$ cat src/rtl/npc_ras_if.sv
// Next-PC unit bus: control/ALU inputs toward the PC unit and the
// PC / return-address-stack status coming back.
// There is no valid/ready pair: the unit consumes npcop/zero/imm/rd1 on every
// rising clk edge where stall is low, and its outputs are valid throughout.
interface npc_ras_if #(
    parameter int WIDTH = 32,
    parameter int IMM_W = 26,
    parameter int CW    = 3
);
    logic             stall;
    logic [2:0]       npcop;
    logic             zero;
    logic [IMM_W-1:0] imm;
    logic [WIDTH-1:0] rd1;
    logic [WIDTH-1:0] pc;
    logic [WIDTH-1:0] pc_4;
    logic [WIDTH-1:0] nextpc;
    logic [WIDTH-1:0] ras_top;
    logic [CW-1:0]    ras_count;
    logic             ras_err;

    // Control side: drives the operation and observes PC/RAS state.
    modport master (
        output stall, npcop, zero, imm, rd1,
        input  pc, pc_4, nextpc, ras_top, ras_count, ras_err
    );

    // PC unit side.
    modport slave (
        input  stall, npcop, zero, imm, rd1,
        output pc, pc_4, nextpc, ras_top, ras_count, ras_err
    );
endinterface

$ cat src/rtl/npc_ras.sv
// Next-PC unit with architectural PC register and circular return-address
// stack. jal pushes pc+4, the RET op pops its target; a full stack overwrites
// its oldest entry and an empty-stack pop falls back to rd1, both latching
// the sticky ras_err flag.
module npc_ras #(
    parameter int          WIDTH     = 32,
    parameter logic [31:0] RESET_PC  = 32'h0000_3000,
    parameter int          IMM_W     = 26,
    parameter int          RAS_DEPTH = 4,
    parameter int          CW        = $clog2(RAS_DEPTH + 1)
) (
    input logic         clk,
    input logic         rst,
    npc_ras_if.slave    bus
);
    localparam int PW = $clog2(RAS_DEPTH);

    localparam logic [2:0] OP_SEQ = 3'b000;
    localparam logic [2:0] OP_BEQ = 3'b001;
    localparam logic [2:0] OP_BNE = 3'b010;
    localparam logic [2:0] OP_J   = 3'b011;
    localparam logic [2:0] OP_JAL = 3'b100;
    localparam logic [2:0] OP_JR  = 3'b101;
    localparam logic [2:0] OP_RET = 3'b110;

    logic [WIDTH-1:0] pc_q;
    logic [WIDTH-1:0] ras_mem [RAS_DEPTH];
    logic [PW-1:0]    wp_q;
    logic [CW-1:0]    count_q;
    logic             err_q;

    logic [WIDTH-1:0] pc_4;
    logic [WIDTH-1:0] boff;
    logic [WIDTH-1:0] jaddr;
    logic [WIDTH-1:0] top;
    logic [WIDTH-1:0] nextpc;
    logic             push;
    logic             pop;
    logic             ras_empty;
    logic             ras_full;

    assign pc_4      = pc_q + WIDTH'(4);
    // Branch offset is relative to pc itself, not pc+4 (existing ISA convention).
    assign boff      = {{(WIDTH-18){bus.imm[15]}}, bus.imm[15:0], 2'b00};
    assign jaddr     = {pc_q[WIDTH-1:IMM_W+2], bus.imm, 2'b00};
    assign ras_empty = (count_q == '0);
    assign ras_full  = (count_q == CW'(RAS_DEPTH));
    assign top       = ras_empty ? '0 : ras_mem[wp_q - PW'(1)];

    // Decode npcop into the next PC and the RAS action for this cycle.
    always_comb begin
        nextpc = pc_4;
        push   = 1'b0;
        pop    = 1'b0;
        case (bus.npcop)
            OP_SEQ: nextpc = pc_4;
            OP_BEQ: nextpc = bus.zero ? pc_q + boff : pc_4;
            OP_BNE: nextpc = !bus.zero ? pc_q + boff : pc_4;
            OP_J:   nextpc = jaddr;
            OP_JAL: begin
                nextpc = jaddr;
                push   = 1'b1;
            end
            OP_JR:  nextpc = bus.rd1;
            OP_RET: begin
                nextpc = ras_empty ? bus.rd1 : top;
                pop    = 1'b1;
            end
            default: nextpc = pc_4;
        endcase
    end

    // PC and RAS state update; everything holds while stalled.
    always_ff @(posedge clk or negedge rst) begin
        if (!rst) begin
            pc_q    <= WIDTH'(RESET_PC);
            wp_q    <= '0;
            count_q <= '0;
            err_q   <= 1'b0;
            for (int i = 0; i < RAS_DEPTH; i++) begin
                ras_mem[i] <= '0;
            end
        end else if (!bus.stall) begin
            pc_q <= nextpc;
            if (push) begin
                ras_mem[wp_q] <= pc_4;
                wp_q          <= wp_q + PW'(1);
                if (ras_full) begin
                    // Oldest entry was just overwritten; count stays saturated.
                    err_q <= 1'b1;
                end else begin
                    count_q <= count_q + CW'(1);
                end
            end else if (pop) begin
                if (ras_empty) begin
                    err_q <= 1'b1;
                end else begin
                    wp_q    <= wp_q - PW'(1);
                    count_q <= count_q - CW'(1);
                end
            end
        end
    end

    assign bus.pc        = pc_q;
    assign bus.pc_4      = pc_4;
    assign bus.nextpc    = nextpc;
    assign bus.ras_top   = top;
    assign bus.ras_count = count_q;
    assign bus.ras_err   = err_q;
endmodule

$ cat src/flat_wrapper.sv
// flat-port wrapper written by rule: the top's interface ports become plain ports
module npc_ras_flat 
#(
    parameter int          WIDTH     = 32,
    parameter logic [31:0] RESET_PC  = 32'h0000_3000,
    parameter int          IMM_W     = 26,
    parameter int          RAS_DEPTH = 4,
    parameter int          CW        = $clog2(RAS_DEPTH + 1)
)
  (clk, rst, bus_stall, bus_npcop, bus_zero, bus_imm, bus_rd1, bus_pc, bus_pc_4, bus_nextpc, bus_ras_top, bus_ras_count, bus_ras_err);
  npc_ras_if #(.WIDTH(WIDTH), .IMM_W(IMM_W), .CW(CW)) bus_i ();
  input logic clk;
  input logic rst;
  input wire logic [$bits(bus_i.stall)-1:0] bus_stall;
  input wire logic [$bits(bus_i.npcop)-1:0] bus_npcop;
  input wire logic [$bits(bus_i.zero)-1:0] bus_zero;
  input wire logic [$bits(bus_i.imm)-1:0] bus_imm;
  input wire logic [$bits(bus_i.rd1)-1:0] bus_rd1;
  output wire logic [$bits(bus_i.pc)-1:0] bus_pc;
  output wire logic [$bits(bus_i.pc_4)-1:0] bus_pc_4;
  output wire logic [$bits(bus_i.nextpc)-1:0] bus_nextpc;
  output wire logic [$bits(bus_i.ras_top)-1:0] bus_ras_top;
  output wire logic [$bits(bus_i.ras_count)-1:0] bus_ras_count;
  output wire logic [$bits(bus_i.ras_err)-1:0] bus_ras_err;
  assign bus_i.stall = bus_stall;
  assign bus_i.npcop = bus_npcop;
  assign bus_i.zero = bus_zero;
  assign bus_i.imm = bus_imm;
  assign bus_i.rd1 = bus_rd1;
  assign bus_pc = bus_i.pc;
  assign bus_pc_4 = bus_i.pc_4;
  assign bus_nextpc = bus_i.nextpc;
  assign bus_ras_top = bus_i.ras_top;
  assign bus_ras_count = bus_i.ras_count;
  assign bus_ras_err = bus_i.ras_err;
  npc_ras #(.WIDTH(WIDTH), .RESET_PC(RESET_PC), .IMM_W(IMM_W), .RAS_DEPTH(RAS_DEPTH), .CW(CW)) u_core (.clk(clk), .rst(rst), .bus(bus_i));
endmodule
$ cat config.mk
export PLATFORM = sky130hd
export DESIGN_NAME = npc_ras_flat
export DESIGN_NICKNAME = d
export VERILOG_FILES = /design/src/rtl/npc_ras_if.sv /design/src/rtl/npc_ras.sv /design/src/flat_wrapper.sv
export SDC_FILE = /design/constraint.sdc
export NUM_CORES = 1
export LEC_CHECK = 0
export BUFFER_PORTS_ARGS = -buffer_cell sky130_fd_sc_hd__buf_2
export CAP_MARGIN = 10
export CORE_MARGIN = 10
export CORE_UTILIZATION = 58
export CTS_BUF_LIST = sky130_fd_sc_hd__clkbuf_4 sky130_fd_sc_hd__clkbuf_8
export DETAILED_ROUTE_END_ITERATION = 10
export GPL_ROUTABILITY_DRIVEN = 0
export PLACE_DENSITY = 0.83
export SYNTH_ARGS = -nofsm -noshare
export SYNTH_HDL_FRONTEND = slang
export SYNTH_SLANG_ARGS = --single-unit
$ cat constraint.sdc
create_clock -name clk -period 3.7 [get_ports clk]
set_input_delay 0.185 -clock clk [delete_from_list [all_inputs] [get_ports clk]]
set_output_delay 0.185 -clock clk [all_outputs]
set_load 0.01 [all_outputs]
Word level (Yosys, flattened, before mapping)

Index checks and enable logic that the tools add are counted.

Register bits: 166
Word-level logic and storage cells: 63
Output and inout port bits: 132

Muxes and demuxes: 24
Add/sub/neg operators: 6
Reductions and logical operators: 9
Bitwise gates (word level): 3
Magnitude comparators: 3
Equality and inequality tests: 10

Operator list:

| cell                                                                          | count |
|---|---|
| 32-bit 2-to-1 mux                                                             | 7 |
| 32-bit case mux with 5 select lines                                           | 1 |
| 128-bit bitwise mux                                                           | 1 |
| 32-bit binary-select mux with 2-bit select                                    | 1 |
| 32-bit demux with 2-bit select                                                | 1 |
| 32-bit by 3-bit adder with 32-bit output (second input constant)              | 1 |
| 32-bit adder                                                                  | 1 |
| 3-bit == test (second input constant)                                         | 4 |
| 3-bit 2-to-1 mux                                                              | 4 |
| 4-bit AND reduction                                                           | 2 |
| 3-bit by 2-bit == test with 1-bit output (second input constant)              | 2 |
| 3-bit greater-or-equal comparator (second input constant)                     | 2 |
| 1-bit 2-to-1 mux                                                              | 6 |
| 2-bit 2-to-1 mux                                                              | 3 |
| 2-bit NOT with 3-bit output                                                   | 2 |
| 2-bit inequality test (second input constant)                                 | 2 |
| 2-bit nonzero test                                                            | 2 |
| 3-bit by 1-bit adder with 3-bit output (second input constant)                | 1 |
| 3-bit by 1-bit == test with 1-bit output (second input constant)              | 1 |
| 3-bit zero test                                                               | 1 |
| 3-bit by 1-bit less-than comparator with 1-bit output (second input constant) | 1 |
| 3-bit AND reduction                                                           | 1 |
| 3-bit by 1-bit subtractor with 3-bit output (second input constant)           | 1 |
| 2-bit by 1-bit adder with 2-bit output (second input constant)                | 1 |
| 6 further kinds                                                               | 6 |

Logic depth before layout (Yosys ltp)

Depth in word-level cells: 8
Gate-level depth with buffers: 14
Depth with buffers taken out: 10

Worst setup path after synthesis

No wires, ideal clock.

Path kind: register to register
From: reg u_core.wp_q[0]
To: reg u_core.pc_q[11] (netlist: u_core.bus.pc[11])
Arrival: 3170 ps
Setup time: 125 ps
Slack: 405 ps
Data required time: 3575 ps
Stages on the path, launching flop included: 13
Clock period less this slack: 3295 ps
Cell sequence: dfrtp_1 -> buf_6 -> buf_6 -> buf_6 -> inv_1 -> ha_1 -> clkbuf_1 -> clkbuf_1 -> mux4_2 -> nor2b_1 -> a222oi_1 -> o221ai_1 -> mux2_2

Cells in the longest elaborated chain, start to end: 8

Ends and longest elaborated chain:

| what                                                  | RTL line           | RTL |
|---|---|---|
| start: declaration                                    | npc_ras.sv:28      | `logic [PW-1:0] wp_q;` |
| start signal: assignment                              | npc_ras.sv:87      | `wp_q <= wp_q + PW'(1);` |
| start signal: assignment                              | npc_ras.sv:98      | `wp_q <= wp_q - PW'(1);` |
| 2-bit by 1-bit subtractor with 2-bit output           | npc_ras.sv:48      | `assign top = ras_empty ? '0 : ras_mem[wp_q - PW'(1)];` |
| 2-bit NOT with 3-bit output (not written as such)     | npc_ras.sv:48      |  |
| 32-bit binary-select mux with 2-bit select            | npc_ras.sv:48      |  |
| 32-bit 2-to-1 mux (not written as such) (2 in series) | npc_ras.sv:48      |  |
| 32-bit 2-to-1 mux                                     | npc_ras.sv:48      |  |
| net bus_ras_top[11]                                   | flat_wrapper.sv:22 | `output wire logic [$bits(bus_i.ras_top)-1:0] bus_ras_top;` |
| 32-bit 2-to-1 mux                                     | npc_ras.sv:66      | `nextpc = ras_empty ? bus.rd1 : top;` |
| 32-bit case mux with 5 select lines                   | npc_ras.sv:55      | `case (bus.npcop)` |
| net bus_nextpc[11]                                    | flat_wrapper.sv:21 | `output wire logic [$bits(bus_i.nextpc)-1:0] bus_nextpc;` |
| end signal: assignment                                | npc_ras.sv:76      | `pc_q <= WIDTH'(RESET_PC);` |
| end signal: assignment                                | npc_ras.sv:84      | `pc_q <= nextpc;` |
| end: declaration                                      | npc_ras.sv:26      | `logic [WIDTH-1:0] pc_q;` |

The timed path passes the listed nets, and every way through them passes these cells. The select of a mux whose other input is x is not followed.
A chain may end at the register's enable or synchronous reset.

Final worst setup path

From: reg u_core.pc_q[11] (netlist: u_core.bus.pc[11])
To: out bus_nextpc[28]

Cells in the longest elaborated chain, start to end: 3
Elaborated cells between the ends (all ways): 5
Those cells by class: add/sub: 2; mux: 3

Ends and longest elaborated chain:

| what                                                                     | RTL line |
|---|---|
| 32-bit adder or 32-bit by 3-bit adder with 32-bit output (tied branches) | npc_ras.sv:57, npc_ras.sv:58, npc_ras.sv:42 |
| 32-bit 2-to-1 mux, on equally long branches                              | npc_ras.sv:58, npc_ras.sv:57 |
| 32-bit case mux with 5 select lines *                                    | npc_ras.sv:55 |
| end: declaration                                                         | flat_wrapper.sv:21 |

Mark *: on every way between the ends. The rest lies on a longest branch, timed or not.

==> results_dict.tcl <==
set metrics [dict create \
    outcome "completed" \
    grt_use_total 0.2755 \
    p_leak_nw 5.680 \
    ys_warn_count 0 \
    syn_area_sq_um 10260 \
    setup_violations 0 \
    ys_seq_elements 166 \
    final_area_sq_um 11890 \
    grt_pass1_wl_um 51960 \
    hold_start "bus_rd1[0]" \
    hold_violations 0 \
    vias 9532 \
    antenna_found_initial 1 \
    clock_path_buffers 2 \
    synth_edf_count 0 \
    fmax_ghz 0.2768 \
    avgRoutedWirePerCell_um 22.51 \
    die-area_sq_um 23410 \
    hold_path_class "primary input to flop" \
    startpoint "u_core.bus.pc[11]" \
    skew_ns 0.01287 \
    cts_sinks 166 \
    grt_max_degree 111 \
    ant_nets 0 \
    wl_met1_um 12740 \
    synth_top_area_frac 0.4000 \
    synth_nets 1178 \
    drv_slew 0 \
    die_h_um 153.0 \
    root_buffer "clkbuf_8" \
    nets 1346 \
    crit_path_max_incr_delay_ns 0.49 \
    core_area_sq_um 17300 \
    synthCells 1077 \
    maxCapViolCount 0 \
    path_buf_inv 1 \
    r2r_cells 8 \
    critPathArrivalTime_ns 3.43 \
    cpMaxStageDelayCell "dfrtp_1" \
    dpl.hpwl_um 24870 \
    slew_headroom 0.3187 \
    cts_made_buffers 17 \
    period_needed_ns 3.612 \
    final_layout_size_suffix_gt1_frac 0.2719 \
    dr.pass1.iters 7 \
    overflow 0 \
    cts-htree-levels 4 \
    drt_iter0_markers 1236 \
    floorplan.initialDensity 0.5932 \
    ys_types 66 \
    dpl_cell_area_sq_um 11400 \
    die_w_um 153.0 \
    cts_tree "built" \
    regToRegStartpoint "u_core.wp_q[0]" \
    wl_met3_um 3865 \
    syn_area_per_cell_sq_um 9.527 \
    synth-main-ff-cell "dfrtp_1" \
    port_buffers 196 \
    tightest_slew_ns 1.022 \
    whs_path_depth 4 \
    io_pins 197 \
    fin_crit_sh 0.9763 \
    cp.depth 10 \
    worst_ep_required_time_ns 3.51 \
    stdcell_count 1484 \
    rsz0062_at_grt "yes" \
    clk_pin_slew_ns 0.10 \
    insertion_delay_ns 0.47 \
    syn_to_final_growth_pct 15.85 \
    worstPathMaxFanout 6 \
    ir_worst_vdd_uv 490.7 \
    crit_path_cell_trace "ha_1 -> a21oi_1 -> a32oi_1 -> o31ai_4 -> o211ai_1 -> o211ai_2 -> o31ai_1 -> xnor2_1 -> o21ai_0 -> buf_2" \
    row_count 48 \
    drc 0 \
    num-fill-cells 1363 \
    yosys.area.top_type "dfrtp_1" \
    crit_family "compound AO/OA/AOI/OAI gates" \
    viasPerCell 6.423 \
    start_kind "flop" \
    routed_wl_um 33400 \
    grt_pass1_vias 9382 \
    async_flop_share 1.000 \
    wl_met2_um 15420 \
    yosysSeqAreaShare 0.4051 \
    power_mw 9.803 \
    routed.top_layer "met4" \
    placedCellCount 1450 \
    powerDensity_nw_per_um2 824.7 \
    critPathKind "flop to primary output" \
    synth_area_leaders "dfrtp_1 40%, o21ai_0 6.8%, mux4_2 6.8%" \
    endpoint_kind "primary output" \
]
[metrics by stage]
step | utilization | setup TNS [ns] | setup slack (ns) | hold slack (ns)
after floorplan | - | 0 | 0.4052 | -0.1106
after global placement | 0.6593 | 0 | 0.6016 | 0.4024
after detailed placement | 0.6593 | 0 | 0.5575 | 0.4024
after CTS | 0.6849 | 0 | 0.03673 | 0.1014
after global routing | 0.6871 | -0.02291 | -0.02291 | 0.1371
final | 0.6873 | 0 | 0.08762 | 0.1131
[placed cells by master (no fill, tap or decap), types with 12 or more instances in the layout]
cell type,n
a21oi_1,39
a222oi_1,18
buf_2,195
buf_4,17
clkbuf_8,20
dfrtp_1,163
ha_1,34
inv_1,48
mux2_2,37
mux4_2,31
nand2_1,164
nand3_1,19
nor2_1,37
nor2b_1,35
o21ai_0,139
o221ai_1,12
xnor2_1,28
xor2_1,27
[registers in the layout (all words and copies together), names as in the netlist]
name	count
u_core.bus.ras_err	1
u_core.bus.pc	32
u_core.bus.ras_count	3
u_core.wp_q	2
u_core.ras_mem	128
[cell usage after synthesis, types with 12 or more instances]
master    instances
nand2_1         168
dfrtp_1         164
o21ai_0         140
inv_1            48
clkbuf_1         42
a21oi_1          40
nor2_1           38
mux2_2           37
nor2b_1          37
ha_1             34
mux4_2           31
xnor2_1          28
xor2_1           27
nand3_1          19
a222oi_1         18
buf_2            15
a22oi_1          12
o221ai_1         12
[report_power, final]
| part | switching (mW) | total [mW] | internal [mW] |
|---|---|---|---|
| combinational | 3.05 | 5.25 | 2.20 |
| clock | 0.731 | 1.41 | 0.678 |
| sequential | 0.609 | 3.15 | 2.54 |
| total | 4.39 | 9.80 | 5.41 |
[worst min-delay path: cells and delay by family]
family                 cells  cell delay [ns]
AOI/OAI and AO/OA          1             0.07
muxes                      1             0.14
and+or+nand+nor            1             0.08
buffers and inverters      1             0.08
[logic make-up (layout without fill, tap and decap cells)]
| group | after synthesis | after routing | synth area share |
|---|---|---|---|
| xor+xnor | 55 | 55 | 0.04695 |
| buf+inv | 115 | 296 | 0.04792 |
| simple gates | 319 | 319 | 0.1460 |
| other cells | 0 | 1 | 0 |
| compound gates | 310 | 310 | 0.1918 |
| fa+ha+maj | 36 | 36 | 0.04536 |
| flops | 166 | 166 | 0.4051 |
| mux | 76 | 76 | 0.1169 |
[final cells by class]
class / instances / area, sq um / area share
repair buffers: 216 / 1165 / 0.09799
multi-input cells: 796 / 5668 / 0.4768
inverters: 48 / 180.2 / 0.01516
flip-flops and latches: 166 / 4158 / 0.3498
clock buffers: 20 / 275.3 / 0.02316
diodes: 1 / 2.502 / 0.0002105
clock inverters: 12 / 157.7 / 0.01326
well taps: 225 / 281.5 / 0.02368
[metal layers]
metal,vias up,track usage
li1,4229,-
met1,4554,0.3543
met2,642,0.4411
met3,107,0.06650
met4,0,0.1054
met5,-,0
[path summary, 6_finish.rpt]
check / end / slack [ns]
max: bus_nextpc[28] / 0.09
min: u_core.bus.pc[0] / 0.11
max reg2reg: u_core.bus.pc[22] / 0.65
min reg2reg: u_core.bus.ras_err / 0.48
max in group asynchronous: u_core.bus.pc[31] / 2.40
min in group asynchronous: u_core.ras_mem[46] / 0.42
[what timing repair did]
action / CTS / global route
endpoints found under the hold margin: 107 / 0
setup buffers: 0 / 0
resized for setup: 0 / 8
hold buffers: 1 / 0
setup endpoints to repair: 0 / 7
(Power assumes the default switching activity.)
